## src/rtl/kb_rx_ctrl_if.sv

```systemverilog
// kb_rx_ctrl_if -- receiver handshake and key-event bundle for kb_rx_ctrl.
// master: the sequencing controller. slave: the frame receiver / key consumer side.
interface kb_rx_ctrl_if;
   logic       i_byte_en;
   logic [7:0] i_byte;
   logic       o_recv_en;
   logic       o_recv_dat;
   logic       o_recv_sclr;
   logic       o_key_valid;
   logic [7:0] o_key_code;
   logic       o_key_ext;
   logic       o_key_break;
   logic       o_err;

   modport master (
      input  i_byte_en, i_byte,
      output o_recv_en, o_recv_dat, o_recv_sclr,
      output o_key_valid, o_key_code, o_key_ext, o_key_break, o_err
   );

   modport slave (
      output i_byte_en, i_byte,
      input  o_recv_en, o_recv_dat, o_recv_sclr,
      input  o_key_valid, o_key_code, o_key_ext, o_key_break, o_err
   );
endinterface

```

## src/rtl/kb_rx_ctrl.sv

```systemverilog
// kb_rx_ctrl -- PS/2 receive sequencing: line synchronisers, per-bit enable
// to the frame receiver, frame watchdog with receiver clear, and E0/F0
// prefix assembly into one key event per make/break.
module kb_rx_ctrl #(
   parameter int TIMEOUT_CYCLES = 5000,
   parameter int CNT_W          = 16
) (
   input  logic         clk,
   input  logic         i_rst_n,
   input  logic         i_ps2_clk,
   input  logic         i_ps2_dat,
   kb_rx_ctrl_if.master bus
);

   typedef enum logic [1:0] {
      S_IDLE    = 2'd0,
      S_EXT     = 2'd1,
      S_BRK     = 2'd2,
      S_EXT_BRK = 2'd3
   } state_t;

   localparam logic [7:0]       PFX_EXT  = 8'hE0;
   localparam logic [7:0]       PFX_BRK  = 8'hF0;
   localparam logic [3:0]       STOP_IDX = 4'd10;
   localparam logic [CNT_W-1:0] WD_LAST  = CNT_W'(TIMEOUT_CYCLES - 1);

   // line synchronisers and edge stage
   logic             r_clk_s1, r_clk_s2, r_clk_prev;
   logic             r_dat_s1, r_dat_s2;
   logic             r_recv_en, r_recv_dat;
   // frame supervision
   logic [3:0]       r_bit_cnt;
   logic [3:0]       w_bit_cnt_nxt;
   logic [CNT_W-1:0] r_wd;
   logic             r_byte_seen;
   logic             r_recv_sclr, r_err;
   // byte handshake and decode
   logic             r_byte_en_d, r_cap_pend;
   state_t           r_state, w_state_nxt;
   logic             w_emit, w_ext, w_brk;
   logic             r_key_valid, r_key_ext, r_key_brk;
   logic [7:0]       r_key_code;

   logic w_fall, w_start, w_stop, w_byte_rise;
   logic w_frame_err, w_timeout, w_clear;

   assign w_fall      = r_clk_prev & ~r_clk_s2;
   assign w_start     = r_recv_en & (r_bit_cnt == 4'd0) & ~r_recv_dat;
   assign w_stop      = r_recv_en & (r_bit_cnt == STOP_IDX);
   assign w_byte_rise = bus.i_byte_en & ~r_byte_en_d;
   // A byte_en rise landing on the stop edge itself still counts as delivered.
   assign w_frame_err = w_stop & ~(r_byte_seen | w_byte_rise);
   assign w_timeout   = (r_bit_cnt != 4'd0) & ~r_recv_en & (r_wd == WD_LAST);
   assign w_clear     = w_timeout | w_frame_err;

   // Synchronise both lines; flops reset high so reset release is not an edge.
   always_ff @(posedge clk or negedge i_rst_n) begin
      if (!i_rst_n) begin
         r_clk_s1   <= 1'b1;
         r_clk_s2   <= 1'b1;
         r_clk_prev <= 1'b1;
         r_dat_s1   <= 1'b1;
         r_dat_s2   <= 1'b1;
      end else begin
         // NOTE: non-blocking assignments make each flop take the pre-edge value of its source, so this is a real shift chain and not one wire.
         r_clk_s1   <= i_ps2_clk;
         r_clk_s2   <= r_clk_s1;
         r_clk_prev <= r_clk_s2;
         r_dat_s1   <= i_ps2_dat;
         r_dat_s2   <= r_dat_s1;
      end
   end

   // Register the falling edge as the bit enable; an edge colliding with expiry is dropped.
   always_ff @(posedge clk or negedge i_rst_n) begin
      if (!i_rst_n) begin
         r_recv_en  <= 1'b0;
         r_recv_dat <= 1'b0;
      end else begin
         r_recv_en  <= w_fall & ~w_timeout;
         r_recv_dat <= r_dat_s2;
      end
   end

   // Next bit position: idle until a 0 start bit, wrap after the stop bit.
   always_comb begin
      // NOTE: assigning the default first means every path writes the signal, so no latch is inferred.
      w_bit_cnt_nxt = r_bit_cnt;
      if (w_timeout) begin
         w_bit_cnt_nxt = 4'd0;
      end else if (r_recv_en) begin
         if (r_bit_cnt == 4'd0) begin
            w_bit_cnt_nxt = r_recv_dat ? 4'd0 : 4'd1;
         end else if (r_bit_cnt == STOP_IDX) begin
            w_bit_cnt_nxt = 4'd0;
         end else begin
            w_bit_cnt_nxt = r_bit_cnt + 4'd1;
         end
      end
   end

   // Bit counter and inter-edge watchdog; the watchdog only runs inside a frame.
   always_ff @(posedge clk or negedge i_rst_n) begin
      if (!i_rst_n) begin
         r_bit_cnt <= 4'd0;
         r_wd      <= '0;
      end else begin
         r_bit_cnt <= w_bit_cnt_nxt;
         if (w_bit_cnt_nxt == 4'd0) begin
            r_wd <= '0;
         end else if (r_recv_en) begin
            // The cycle after an enable is the first cycle since that edge.
            r_wd <= CNT_W'(1);
         end else begin
            r_wd <= r_wd + CNT_W'(1);
         end
      end
   end

   // Remember whether the receiver delivered a byte since the current start bit.
   always_ff @(posedge clk or negedge i_rst_n) begin
      if (!i_rst_n) begin
         r_byte_seen <= 1'b0;
      end else if (w_byte_rise) begin
         r_byte_seen <= 1'b1;
      end else if (w_start) begin
         r_byte_seen <= 1'b0;
      end
   end

   // Receiver clear and error strobe; clear is also held through reset and its first cycle.
   always_ff @(posedge clk or negedge i_rst_n) begin
      if (!i_rst_n) begin
         r_recv_sclr <= 1'b1;
         r_err       <= 1'b0;
      end else begin
         r_recv_sclr <= w_clear;
         r_err       <= w_clear;
      end
   end

   // Detect the byte_en rise and schedule the byte capture for the following cycle.
   always_ff @(posedge clk or negedge i_rst_n) begin
      if (!i_rst_n) begin
         r_byte_en_d <= 1'b0;
         r_cap_pend  <= 1'b0;
      end else begin
         r_byte_en_d <= bus.i_byte_en;
         r_cap_pend  <= w_byte_rise;
      end
   end

   // Decode state register.
   always_ff @(posedge clk or negedge i_rst_n) begin
      if (!i_rst_n) begin
         r_state <= S_IDLE;
      end else begin
         r_state <= w_state_nxt;
      end
   end

   // Prefix decode of the captured byte; a same-cycle clear discards it.
   always_comb begin
      w_state_nxt = r_state;
      w_emit      = 1'b0;
      w_ext       = 1'b0;
      w_brk       = 1'b0;
      if (r_cap_pend) begin
         unique case (r_state)
            S_IDLE: begin
               if (bus.i_byte == PFX_EXT) begin
                  w_state_nxt = S_EXT;
               end else if (bus.i_byte == PFX_BRK) begin
                  w_state_nxt = S_BRK;
               end else begin
                  w_emit = 1'b1;
               end
            end
            S_EXT: begin
               if (bus.i_byte == PFX_BRK) begin
                  w_state_nxt = S_EXT_BRK;
               end else if (bus.i_byte != PFX_EXT) begin
                  w_emit      = 1'b1;
                  w_ext       = 1'b1;
                  w_state_nxt = S_IDLE;
               end
            end
            S_BRK: begin
               w_emit      = 1'b1;
               w_brk       = 1'b1;
               w_state_nxt = S_IDLE;
            end
            S_EXT_BRK: begin
               w_emit      = 1'b1;
               w_ext       = 1'b1;
               w_brk       = 1'b1;
               w_state_nxt = S_IDLE;
            end
            default: w_state_nxt = S_IDLE;
         endcase
      end
      if (w_clear) begin
         w_state_nxt = S_IDLE;
         w_emit      = 1'b0;
      end
   end

   // Key event register: fields hold between events, only the valid strobe pulses.
   always_ff @(posedge clk or negedge i_rst_n) begin
      if (!i_rst_n) begin
         r_key_valid <= 1'b0;
         r_key_code  <= 8'h00;
         r_key_ext   <= 1'b0;
         r_key_brk   <= 1'b0;
      end else begin
         r_key_valid <= w_emit;
         if (w_emit) begin
            r_key_code <= bus.i_byte;
            r_key_ext  <= w_ext;
            r_key_brk  <= w_brk;
         end
      end
   end

   assign bus.o_recv_en   = r_recv_en;
   assign bus.o_recv_dat  = r_recv_dat;
   assign bus.o_recv_sclr = r_recv_sclr;
   assign bus.o_err       = r_err;
   assign bus.o_key_valid = r_key_valid;
   assign bus.o_key_code  = r_key_code;
   assign bus.o_key_ext   = r_key_ext;
   assign bus.o_key_break = r_key_brk;

endmodule

```

## src/flat_wrapper.sv

```systemverilog
// flat-port wrapper written by rule: the top's interface ports become plain ports
module kb_rx_ctrl_flat 
#(
   parameter int TIMEOUT_CYCLES = 5000,
   parameter int CNT_W          = 16
)
  (clk, i_rst_n, i_ps2_clk, i_ps2_dat, bus_i_byte_en, bus_i_byte, bus_o_recv_en, bus_o_recv_dat, bus_o_recv_sclr, bus_o_key_valid, bus_o_key_code, bus_o_key_ext, bus_o_key_break, bus_o_err);
  kb_rx_ctrl_if bus_i ();
  input  logic clk;
  input  logic i_rst_n;
  input  logic i_ps2_clk;
  input  logic i_ps2_dat;
  input wire logic [$bits(bus_i.i_byte_en)-1:0] bus_i_byte_en;
  input wire logic [$bits(bus_i.i_byte)-1:0] bus_i_byte;
  output wire logic [$bits(bus_i.o_recv_en)-1:0] bus_o_recv_en;
  output wire logic [$bits(bus_i.o_recv_dat)-1:0] bus_o_recv_dat;
  output wire logic [$bits(bus_i.o_recv_sclr)-1:0] bus_o_recv_sclr;
  output wire logic [$bits(bus_i.o_key_valid)-1:0] bus_o_key_valid;
  output wire logic [$bits(bus_i.o_key_code)-1:0] bus_o_key_code;
  output wire logic [$bits(bus_i.o_key_ext)-1:0] bus_o_key_ext;
  output wire logic [$bits(bus_i.o_key_break)-1:0] bus_o_key_break;
  output wire logic [$bits(bus_i.o_err)-1:0] bus_o_err;
  assign bus_i.i_byte_en = bus_i_byte_en;
  assign bus_i.i_byte = bus_i_byte;
  assign bus_o_recv_en = bus_i.o_recv_en;
  assign bus_o_recv_dat = bus_i.o_recv_dat;
  assign bus_o_recv_sclr = bus_i.o_recv_sclr;
  assign bus_o_key_valid = bus_i.o_key_valid;
  assign bus_o_key_code = bus_i.o_key_code;
  assign bus_o_key_ext = bus_i.o_key_ext;
  assign bus_o_key_break = bus_i.o_key_break;
  assign bus_o_err = bus_i.o_err;
  kb_rx_ctrl #(.TIMEOUT_CYCLES(TIMEOUT_CYCLES), .CNT_W(CNT_W)) u_core (.clk(clk), .i_rst_n(i_rst_n), .i_ps2_clk(i_ps2_clk), .i_ps2_dat(i_ps2_dat), .bus(bus_i));
endmodule
```

## config.mk

```make
export PLATFORM = sky130hd
export DESIGN_NAME = kb_rx_ctrl_flat
export DESIGN_NICKNAME = d
export VERILOG_FILES = /design/src/rtl/kb_rx_ctrl_if.sv /design/src/rtl/kb_rx_ctrl.sv /design/src/flat_wrapper.sv
export SDC_FILE = /design/constraint.sdc
export NUM_CORES = 1
export LEC_CHECK = 0
export ABC_AREA = 1
export CAP_MARGIN = 20
export CORE_MARGIN = 5
export CORE_UTILIZATION = 50
export CTS_BUF_LIST = sky130_fd_sc_hd__clkbuf_4
export CTS_CLUSTER_DIAMETER = 50
export DETAILED_ROUTE_END_ITERATION = 8
export PLACE_DENSITY = 0.73
export SYNTH_ARGS = -nofsm -noshare
export SYNTH_HDL_FRONTEND = slang
export SYNTH_SLANG_ARGS = --single-unit
```

## constraint.sdc

```tcl
create_clock -name clk -period 3.69 [get_ports clk]
set_clock_uncertainty 0.2 [all_clocks]
set_input_delay 1.107 -clock clk [delete_from_list [all_inputs] [get_ports clk]]
set_output_delay 1.107 -clock clk [all_outputs]
set_load 0.005 [all_outputs]
```

==> impl_metrics.csv <==
group,metric,value,unit
timing,timing.final.ws_setup,833.4,ps
setup_path,crit_type,"register to output pin",
setup_path,critPathLaunchType,"register",
clock_tree,clock_sinks,45,
timing,finalSetupViolCount,0,
synthesis,yosysMostFrequentCell,"nand2_1",
routing,firstDrtPassIters,5,
setup_path,required,2380,ps
placed_design,dpl.hpwl,3.233,mm
clock_tree,cts_hold_repair.buffers,0,
synthesis,synth_area_per_cell,8.102,µm²
routing,drt-initial-drc-count,96,
timing,hold_slack,164.5,ps
global_routing,grt_max_degree,46,
global_routing,antenna_found_initial,0,
layout,multi_input_area,962.2,µm²
timing,setup_tns,0,ps
clock_tree,clk_latency,360,ps
timing,slew_headroom,60.52,%
clock_tree,postCtsSetupBuffers,0,
floorplan,core-area,4384,µm²
synthesis,ys_top_cells_by_area,"dfrtp_1 43%, nand2_1 11%, nand3_1 9.3%",
synthesis,synth_top_cell_area_share,43.02,%
synthesis,yosysSeqAreaShare,49.97,%
synthesis,ys_ff_latch,45,
floorplan,ioPinCount,28,
synthesis,syn-num-nets,297,
job,drv_cap,0,
floorplan,rows,24,
power,power_leakage,0.001296,µW
routing,vias,1846,
synthesis,synth_area,2268,µm²
clock_tree,cts_tree,"done",
floorplan,start_util,51.74,%
global_routing,grtUsageTotal,16.27,%
setup_path,arrival,1550,ps
timing,hold_viol,0,
layout,nFillCells,400,
placed_design,io_buffer_count,27,
layout,antennaDiodeCount,0,
timing,fmax,0.3501,GHz
clock_tree,cts_buffers,5,
synthesis,synth_top_cell_by_area,"dfrtp_1",
setup_path,crit_buf_inv,1,
routing,wl_per_cell,12.31,µm
routing,vias_per_cell,5.071,
layout,drive_above_1_share,11.22,%
clock_tree,htreeDepth,2,
synthesis,ys_types,30,
placed_design,dp.cells,355,
global_routing,grt_pass1_wl,8.024,mm
timing,tightest_slew,587.6,ps
global_routing,grt_pass1_vias,1790,
timing,finalCritPeriodShare,77.41,%
setup_path,end_kind,"output pin",
timing,slew_viol_final,0,
setup_path,slowest_delay,600,ps
clock_tree,clkTransAtPathRegs,130,ps
layout,fin_util,59.93,%
floorplan,die_x,77.36,µm
setup_path,path_cells,"clkdlybuf4s50_1",
power,powerDensity,457.1,nW/µm²
power,peakVddDrop,0.3744,mV
timing,grt_setup_unrepaired,"false",
synthesis,yosys_warnings,0,
timing,fin_crit,2857,ps
status,status,"complete, no violations",
routing,wl,4.481,mm
clock_tree,cts_resized,0,
routing,drtAntennaViolNets,0,
placed_design,pre_cts_ws,481.1,ps
routing,drc,0,
layout,regArea,1134,µm²
global_routing,grt-ovfl-total,0,
layout,final-instance-count-excl-fill,364,
layout,area.growth.synth_to_final,15.83,%
setup_path,cp_max_fo,12,
floorplan,die_h,77.36,µm
synthesis,synth-async-reset-ratio,100.0,%
clock_tree,clockBufferDepth,2,
placed_design,gp_congestion,0.8474,
synthesis,synth_edf_count,0,
clock_tree,cts_root_buffer,"clkbuf_4",
synthesis,synthCells,280,
floorplan,die_area,5984,µm²
setup_path,path_delay_family,"flip-flops",
layout,fin_nets,328,
synthesis,synth_top_flop_cell,"dfrtp_1",
synthesis,netlist_top_cells_count,"67 x nand2_1, 42 x nand3_1, 39 x dfrtp_1, 33 x nor2_1, 31 x inv_1",
setup_path,cpMaxStageDelayCell,"dfrtp_1",
min_path,hp-class,"register to register",
[per-layer routing]
| metal | global-route usage (%) | wire length (µm) |
|---|---|---|
| met5 | 0 | 0 |
| met4 | 6.186 | 67 |
| met3 | 3.819 | 211 |
| met2 | 25.25 | 2083 |
| met1 | 22.18 | 2118 |
[stage by stage]
stage                     power (µW)  cell area [µm²]
after CTS                       1216             2608
after detailed placement       988.2             2557
after global placement         978.5             2557
after global routing            1314             2628
final                           1201             2628
after floorplan                879.6             2268
[cell families after synthesis]
group | share of synthesized area [%]
compound gates | 3.475
xor+xnor | 0.7723
fa+ha+maj | 2.206
buf+inv | 7.611
flops | 49.97
simple gates | 35.96
[where the power goes]
| part | switching (µW) | leakage (µW) | internal (µW) | total (µW) |
|---|---|---|---|---|
| Clock | 151 | 0.0000300 | 69.1 | 220 |
| Combinational | 187 | 0.000707 | 148 | 335 |
| Sequential | 73.2 | 0.000559 | 573 | 646 |
| Total | 411 | 0.00130 | 790 | 1200 |
[layout by cell type, fill, tap and decap left out, types with 2 or more instances in the layout]
cell type | Yosys | routed
inv_1 | 31 | 31
nand2_1 | 67 | 67
o211ai_1 | 2 | 2
nor2_1 | 33 | 33
o21ai_0 | 3 | 3
clkdlybuf4s50_1 | 0 | 26
nor3_1 | 11 | 11
dfrtp_1 | 39 | 39
nand3_1 | 42 | 42
clkinv_1 | 1 | 3
a21oi_1 | 2 | 2
nand4_1 | 7 | 7
xor2_1 | 2 | 2
dfstp_2 | 6 | 6
clkbuf_4 | 0 | 5
or2_2 | 5 | 5
nor2_2 | 9 | 9
ha_1 | 4 | 4
[sequential cells by signal, indices dropped and copies added, names as in the netlist, 2 cells and up]
signal                 count
u_core.r_wd               16
u_core.bus.o_key_code      8
u_core.r_bit_cnt           4
u_core.r_state             2
[path summary, 6_finish.rpt]
check,startpoint,end,slack (ps),cells past startpoint
min in group asynchronous,i_rst_n,u_core.r_wd[2],380,1
max in group asynchronous,i_rst_n,u_core.r_clk_s2,2380,2
min,u_core.r_clk_s1,u_core.r_clk_s2,160,0
min reg2reg,u_core.r_clk_s1,u_core.r_clk_s2,160,0
max reg2reg,u_core.bus.o_recv_en,u_core.bus.o_key_code[5],1410,6
max,u_core.bus.o_recv_en,bus_o_recv_en,830,1
[final cells by class]
type	instances	share of cell area, %
clock buffers	5	1.429
clock inverters	3	0.4762
inverters	33	4.714
multi-input cells	197	36.62
flip-flops and latches	45	43.14
well taps	52	2.476
repair buffers	29	11.14
Power figures use the tool's default switching activity.
==> RTL change 1, RTL diff (config.mk and constraints unchanged) <==
Reset style: synchronous (`i_rst_n`), changed in 8 clocked blocks.
--- a/src/rtl/kb_rx_ctrl.sv
+++ b/src/rtl/kb_rx_ctrl.sv
@@ -54,7 +54,7 @@
    assign w_clear     = w_timeout | w_frame_err;
 
    // Synchronise both lines; flops reset high so reset release is not an edge.
-   always_ff @(posedge clk or negedge i_rst_n) begin
+   always_ff @(posedge clk) begin
       if (!i_rst_n) begin
          r_clk_s1   <= 1'b1;
          r_clk_s2   <= 1'b1;
@@ -72,7 +72,7 @@
    end
 
    // Register the falling edge as the bit enable; an edge colliding with expiry is dropped.
-   always_ff @(posedge clk or negedge i_rst_n) begin
+   always_ff @(posedge clk) begin
       if (!i_rst_n) begin
          r_recv_en  <= 1'b0;
          r_recv_dat <= 1'b0;
@@ -100,7 +100,7 @@
    end
 
    // Bit counter and inter-edge watchdog; the watchdog only runs inside a frame.
-   always_ff @(posedge clk or negedge i_rst_n) begin
+   always_ff @(posedge clk) begin
       if (!i_rst_n) begin
          r_bit_cnt <= 4'd0;
          r_wd      <= '0;
@@ -118,7 +118,7 @@
    end
 
    // Remember whether the receiver delivered a byte since the current start bit.
-   always_ff @(posedge clk or negedge i_rst_n) begin
+   always_ff @(posedge clk) begin
       if (!i_rst_n) begin
          r_byte_seen <= 1'b0;
       end else if (w_byte_rise) begin
@@ -129,7 +129,7 @@
    end
 
    // Receiver clear and error strobe; clear is also held through reset and its first cycle.
-   always_ff @(posedge clk or negedge i_rst_n) begin
+   always_ff @(posedge clk) begin
       if (!i_rst_n) begin
          r_recv_sclr <= 1'b1;
          r_err       <= 1'b0;
@@ -140,7 +140,7 @@
    end
 
    // Detect the byte_en rise and schedule the byte capture for the following cycle.
-   always_ff @(posedge clk or negedge i_rst_n) begin
+   always_ff @(posedge clk) begin
       if (!i_rst_n) begin
          r_byte_en_d <= 1'b0;
          r_cap_pend  <= 1'b0;
@@ -151,7 +151,7 @@
    end
 
    // Decode state register.
-   always_ff @(posedge clk or negedge i_rst_n) begin
+   always_ff @(posedge clk) begin
       if (!i_rst_n) begin
          r_state <= S_IDLE;
       end else begin
@@ -206,7 +206,7 @@
    end
 
    // Key event register: fields hold between events, only the valid strobe pulses.
-   always_ff @(posedge clk or negedge i_rst_n) begin
+   always_ff @(posedge clk) begin
       if (!i_rst_n) begin
          r_key_valid <= 1'b0;
          r_key_code  <= 8'h00;
Function: differs if i_rst_n is asserted again (counterexample within 4 cycles, from zero or initial values and one cycle with i_rst_n low); with i_rst_n held inactive, the same outputs for 10 cycles.
==> RTL change 1 against the unedited design <==
- cell area decreased by 4.5%
- routed wire length fell by 11%
- setup slack improved by 33 ps
- register-to-register slack gained 240 ps
- area after synthesis down 5.8%
- sequential cell count unchanged
Power is not compared: it rests on default switching activity, and its combinational part moved more than twofold at a synthesized area within 25%.
==> RTL change 1: results (changes against the unedited design) <==
global_route:
  grt_max_degree: 16  # -65%
  grt_usage: 0.163  # about the same
  use_met2: 0.274  # +0.0217
  grt_pass1_wl_um: 7230  # -9.9%
  grt_use_met3: 0.0422  # +0.00402
  grtUsageMet1: 0.204  # -0.0179
logic_synthesis:
  seq_area_frac_synth: 0.422  # -0.0782
  ys_types: 29  # -3.3%
  async_reset_ff_frac: 0  # -1.00
  synth_compound_area_frac: 0.0533  # +0.0185
  syn_nets: 302  # +1.7%
  synth_ff_type: "dfxtp_1"
  syn_inst: 285  # +1.8%
  synth_area_leaders: "dfxtp_1 42%, nor2_1 9.5%, nand2_1 8.6%, inv_1 5.6%, nor2_2 4.4%"
  synth_xor_area_frac: 0.0533  # +0.0456
  synthAdderAreaFrac: 0.0234  # +0.00136
  synth_top_cells_by_count: "54 x nor2_1, 49 x nand2_1, 45 x dfxtp_1, 32 x inv_1, 15 x nor2_2"
cts:
  cts_max_path_buffers: 2  # unchanged
  htree_num_levels: 2  # unchanged
worst_setup_path:
  reg2reg_from: "u_core.r_bit_cnt[0]"
  crit_arrival_ps: 1520  # -30 ps
  reg2reg_to: "u_core.bus.o_key_code[0]"
  ff2ff_setup_slack_ps: 1650  # +240 ps
  slowest_delay_ps: 580  # -20 ps
  reg2regPathDepth: 10  # +4
  slowest_stage: "dfxtp_1"
  path_max_fanout: 11  # -1
route:
  drt_iter0_markers: 64  # -33%
  drtPass1Iterations: 4  # -1
  wl_per_cell_um: 10.9  # -11%
  num_vias: 1727  # -6.4%
outcome:
  status: "completed"
min_path:
  holdPathStages: 1  # +1
  holdPathEnd: "u_core.r_cap_pend"
  min_from: "u_core.r_byte_en_d"
place:
  dp_slack_ps: 672  # +191 ps
  dpl.hpwl_um: 3060  # -5.2%
  dp.cells: 358  # +0.85%
  postPlaceCellArea_um2: 2430  # -4.9%
  place_congestion: 0.774  # -8.6%
final_layout:
  fin_cells: 366  # +0.55%
  final_util: 0.619  # +0.0192
  fill_cells: 381  # -4.8%
  fin_nets: 332  # +1.2%
pwr:
  switching_power_uw: 202
timing:
  worst_pin_slew_ps: 421  # -166 ps
RTL change 1: cell types whose count changed after synthesis, sizes merged, moves of 5 or more:
cell / delta
nand2: -12
xor2: +6
o21ai: +10
dfxtp: +45
xnor2: +5
nor3: -5
dfrtp: -39
dfstp: -6
nand3: -25
nor2: +27
RTL change 1: power by group through the flow:
stage               clock network, mW  logic, mW  registers [mW]
CTS                             0.306     0.0763           0.509
finish                          0.298     0.0750           0.508
global route                    0.324     0.0843           0.511
floorplan                           0     0.0413           0.518
global placement                    0     0.0752           0.519
detailed placement                  0     0.0757           0.519
RTL change 1: metal layers:
layer / share of wire / wire length, µm
met5: 0 / 0
met4: 0.0090 / 36
met3: 0.026 / 106
met2: 0.47 / 1900
met1: 0.49 / 1960
RTL change 1: how the worst max path moves through the flow:
| stage | startpoint | endpoint | slack, ps | cells after the start |
|---|---|---|---|---|
| detailed placement | i_rst_n | u_core.r_wd[4] | 670 | 9 |
| floorplan | bus_i_byte[3] | u_core.bus.o_key_break | 1420 | 10 |
| global placement | bus_i_byte[2] | u_core.bus.o_key_code[0] | 720 | 11 |
| global route | u_core.bus.o_recv_en | bus_o_recv_en | 760 | 1 |
| CTS | u_core.bus.o_recv_en | bus_o_recv_en | 850 | 1 |
| finish | u_core.bus.o_recv_en | bus_o_recv_en | 870 | 1 |
RTL change 1: cell type report:
class | count | area share
Sequential cell | 45 | 0.359
Tap cell | 50 | 0.0249
Inverter | 36 | 0.0538
Multi-Input combinational cell | 199 | 0.420
Clock inverter | 3 | 0.0165
Timing Repair Buffer | 28 | 0.111
Clock buffer | 5 | 0.0150
==> RTL change 2, RTL diff (config.mk and constraints unchanged) <==
Made on the original files. `CNT_W` is set to 16 in 2 places; all go to 18.
--- a/src/rtl/kb_rx_ctrl.sv
+++ b/src/rtl/kb_rx_ctrl.sv
@@ -3,7 +3,7 @@
 // prefix assembly into one key event per make/break.
 module kb_rx_ctrl #(
    parameter int TIMEOUT_CYCLES = 5000,
-   parameter int CNT_W          = 16
+   parameter int CNT_W          = 18
 ) (
    input  logic         clk,
    input  logic         i_rst_n,
--- a/src/flat_wrapper.sv
+++ b/src/flat_wrapper.sv
@@ -2,7 +2,7 @@
 module kb_rx_ctrl_flat 
 #(
    parameter int TIMEOUT_CYCLES = 5000,
-   parameter int CNT_W          = 16
+   parameter int CNT_W          = 18
 )
   (clk, i_rst_n, i_ps2_clk, i_ps2_dat, bus_i_byte_en, bus_i_byte, bus_o_recv_en, bus_o_recv_dat, bus_o_recv_sclr, bus_o_key_valid, bus_o_key_code, bus_o_key_ext, bus_o_key_break, bus_o_err);
   kb_rx_ctrl_if bus_i ();
Function: same outputs for any inputs over 10 cycles, from zero or initial values and one cycle with i_rst_n low; that may be too few to reach the edited logic, so the function may still have changed.
==> RTL change 2 against the unedited design <==
- global-route usage fell by 0.34 points
- total power rose by 4.5%
- critical endpoint unchanged
- via count rose by 3.7%
- sequential cell count rose by 2
- fmax barely moved
- sequential power rose by 3%
- core utilization fell by 1.4 points
- area after synthesis rose by 4.1%
- register-to-register slack got worse by 180 ps
- setup slack got worse by 2.3 ps
- cell area rose by 3.9%
- routed wire length rose by 1.0%
==> RTL change 2: results (changes against the unedited design) <==
cts:
  clock_latency_ps: 360  # about the same
  cts_max_path_buffers: 2  # unchanged
  clock-sinks: 47  # +4.4%
global_route:
  use_met2: 0.274  # +0.0217
  grt_usage: 0.159  # -0.00345
  grt_use_met3: 0.0408  # +0.00262
  grt_pass1_wl_um: 7910  # -1.5%
  grt_pass1_vias: 1899  # +6.1%
  grt_max_degree: 48  # +4.3%
route:
  wl_met2_um: 2150  # +3.3%
  drt_iter0_markers: 108  # +13%
  routed-wl-met3_um: 199  # -5.7%
  wl_met1_um: 2120  # +0.24%
  drtPass1Iterations: 4  # -1
  vias_per_cell: 5.09  # +0.37%
final_layout:
  n_antenna_cell: 0  # unchanged
  multi_input_area_share: 0.370  # +0.00428
  nNonClkBuffers: 28  # -3.4%
  drive_above_1_share: 0.121  # +0.00894
  multi_input_gates: 206  # +4.6%
  fin_nets: 338  # +3.0%
  fin_cells: 376  # +3.3%
  fill_cells: 428  # +7.0%
  final-clk-cell-share: 0.0211  # +0.00204
  largest_reg_flops: 18  # +2
  seq_area_um2: 1180  # +4.4%
  buffer_area_frac: 0.105  # -0.00689
pwr:
  leakagePower_nw: 1.30  # +0.46%
  p_int_uw: 814  # +3.1%
  switching_power_uw: 441  # +7.3%
  ir_drop_uv: 282  # -25%
  seq_power_share: 0.528  # -0.010
  pwr-share-comb: 0.279  # about the same
logic_synthesis:
  synth_area_leaders: "dfrtp_1 43%, nand2_1 11%, dfstp_2 6.7%, nand3_1 6.6%, nor2_1 6.5%"
  seq_area_frac_synth: 0.501  # +0.00134
  syn_inst: 292  # +4.3%
  syn_nets: 309  # +4.0%
place:
  place_congestion: 0.881  # +3.9%
  postPlaceCellArea_um2: 2650  # +3.7%
  dp.cells: 367  # +3.4%
  dpl.hpwl_um: 3240  # +0.35%
  dp_slack_ps: 641  # +160 ps
min_path:
  hold_path.class: "register to register"
outcome:
  status: "completed"
timing:
  slew-limit-headroom: 0.598  # -0.00679
==> RTL change 2: cell types whose count changed in the layout (fill, tap and decap cells not counted), moves of 3 or more <==
cell,before,now
o21ai_0,3,19
nand3_1,42,31
nor3_1,11,2
nor2_1,33,41
nand4_1,7,2
nor2_2,9,13
or2_2,5,1
nand2_1,67,70
==> RTL change 2: cell families after synthesis <==
kind of cell	after synthesis	share of synthesized area
and+or+nand+nor	170	0.329
DFF	47	0.501
buffers and inverters	39	0.0710
AOI/OAI and AO/OA	31	0.0742
adders and majority gates	4	0.0212
xor gates and xnor gates	1	0.00371
==> RTL change 2: worst paths after layout <==
path                                            end  slack, ps  cells past startpoint
max                                   bus_o_recv_en        830                      1
min                                 u_core.r_clk_s2        170                      0
max reg2reg                u_core.bus.o_key_code[6]       1230                      8
min reg2reg                         u_core.r_clk_s2        170                      0
max in group asynchronous         u_core.r_clk_prev       2250                      2
min in group asynchronous            u_core.r_wd[6]        460                      1
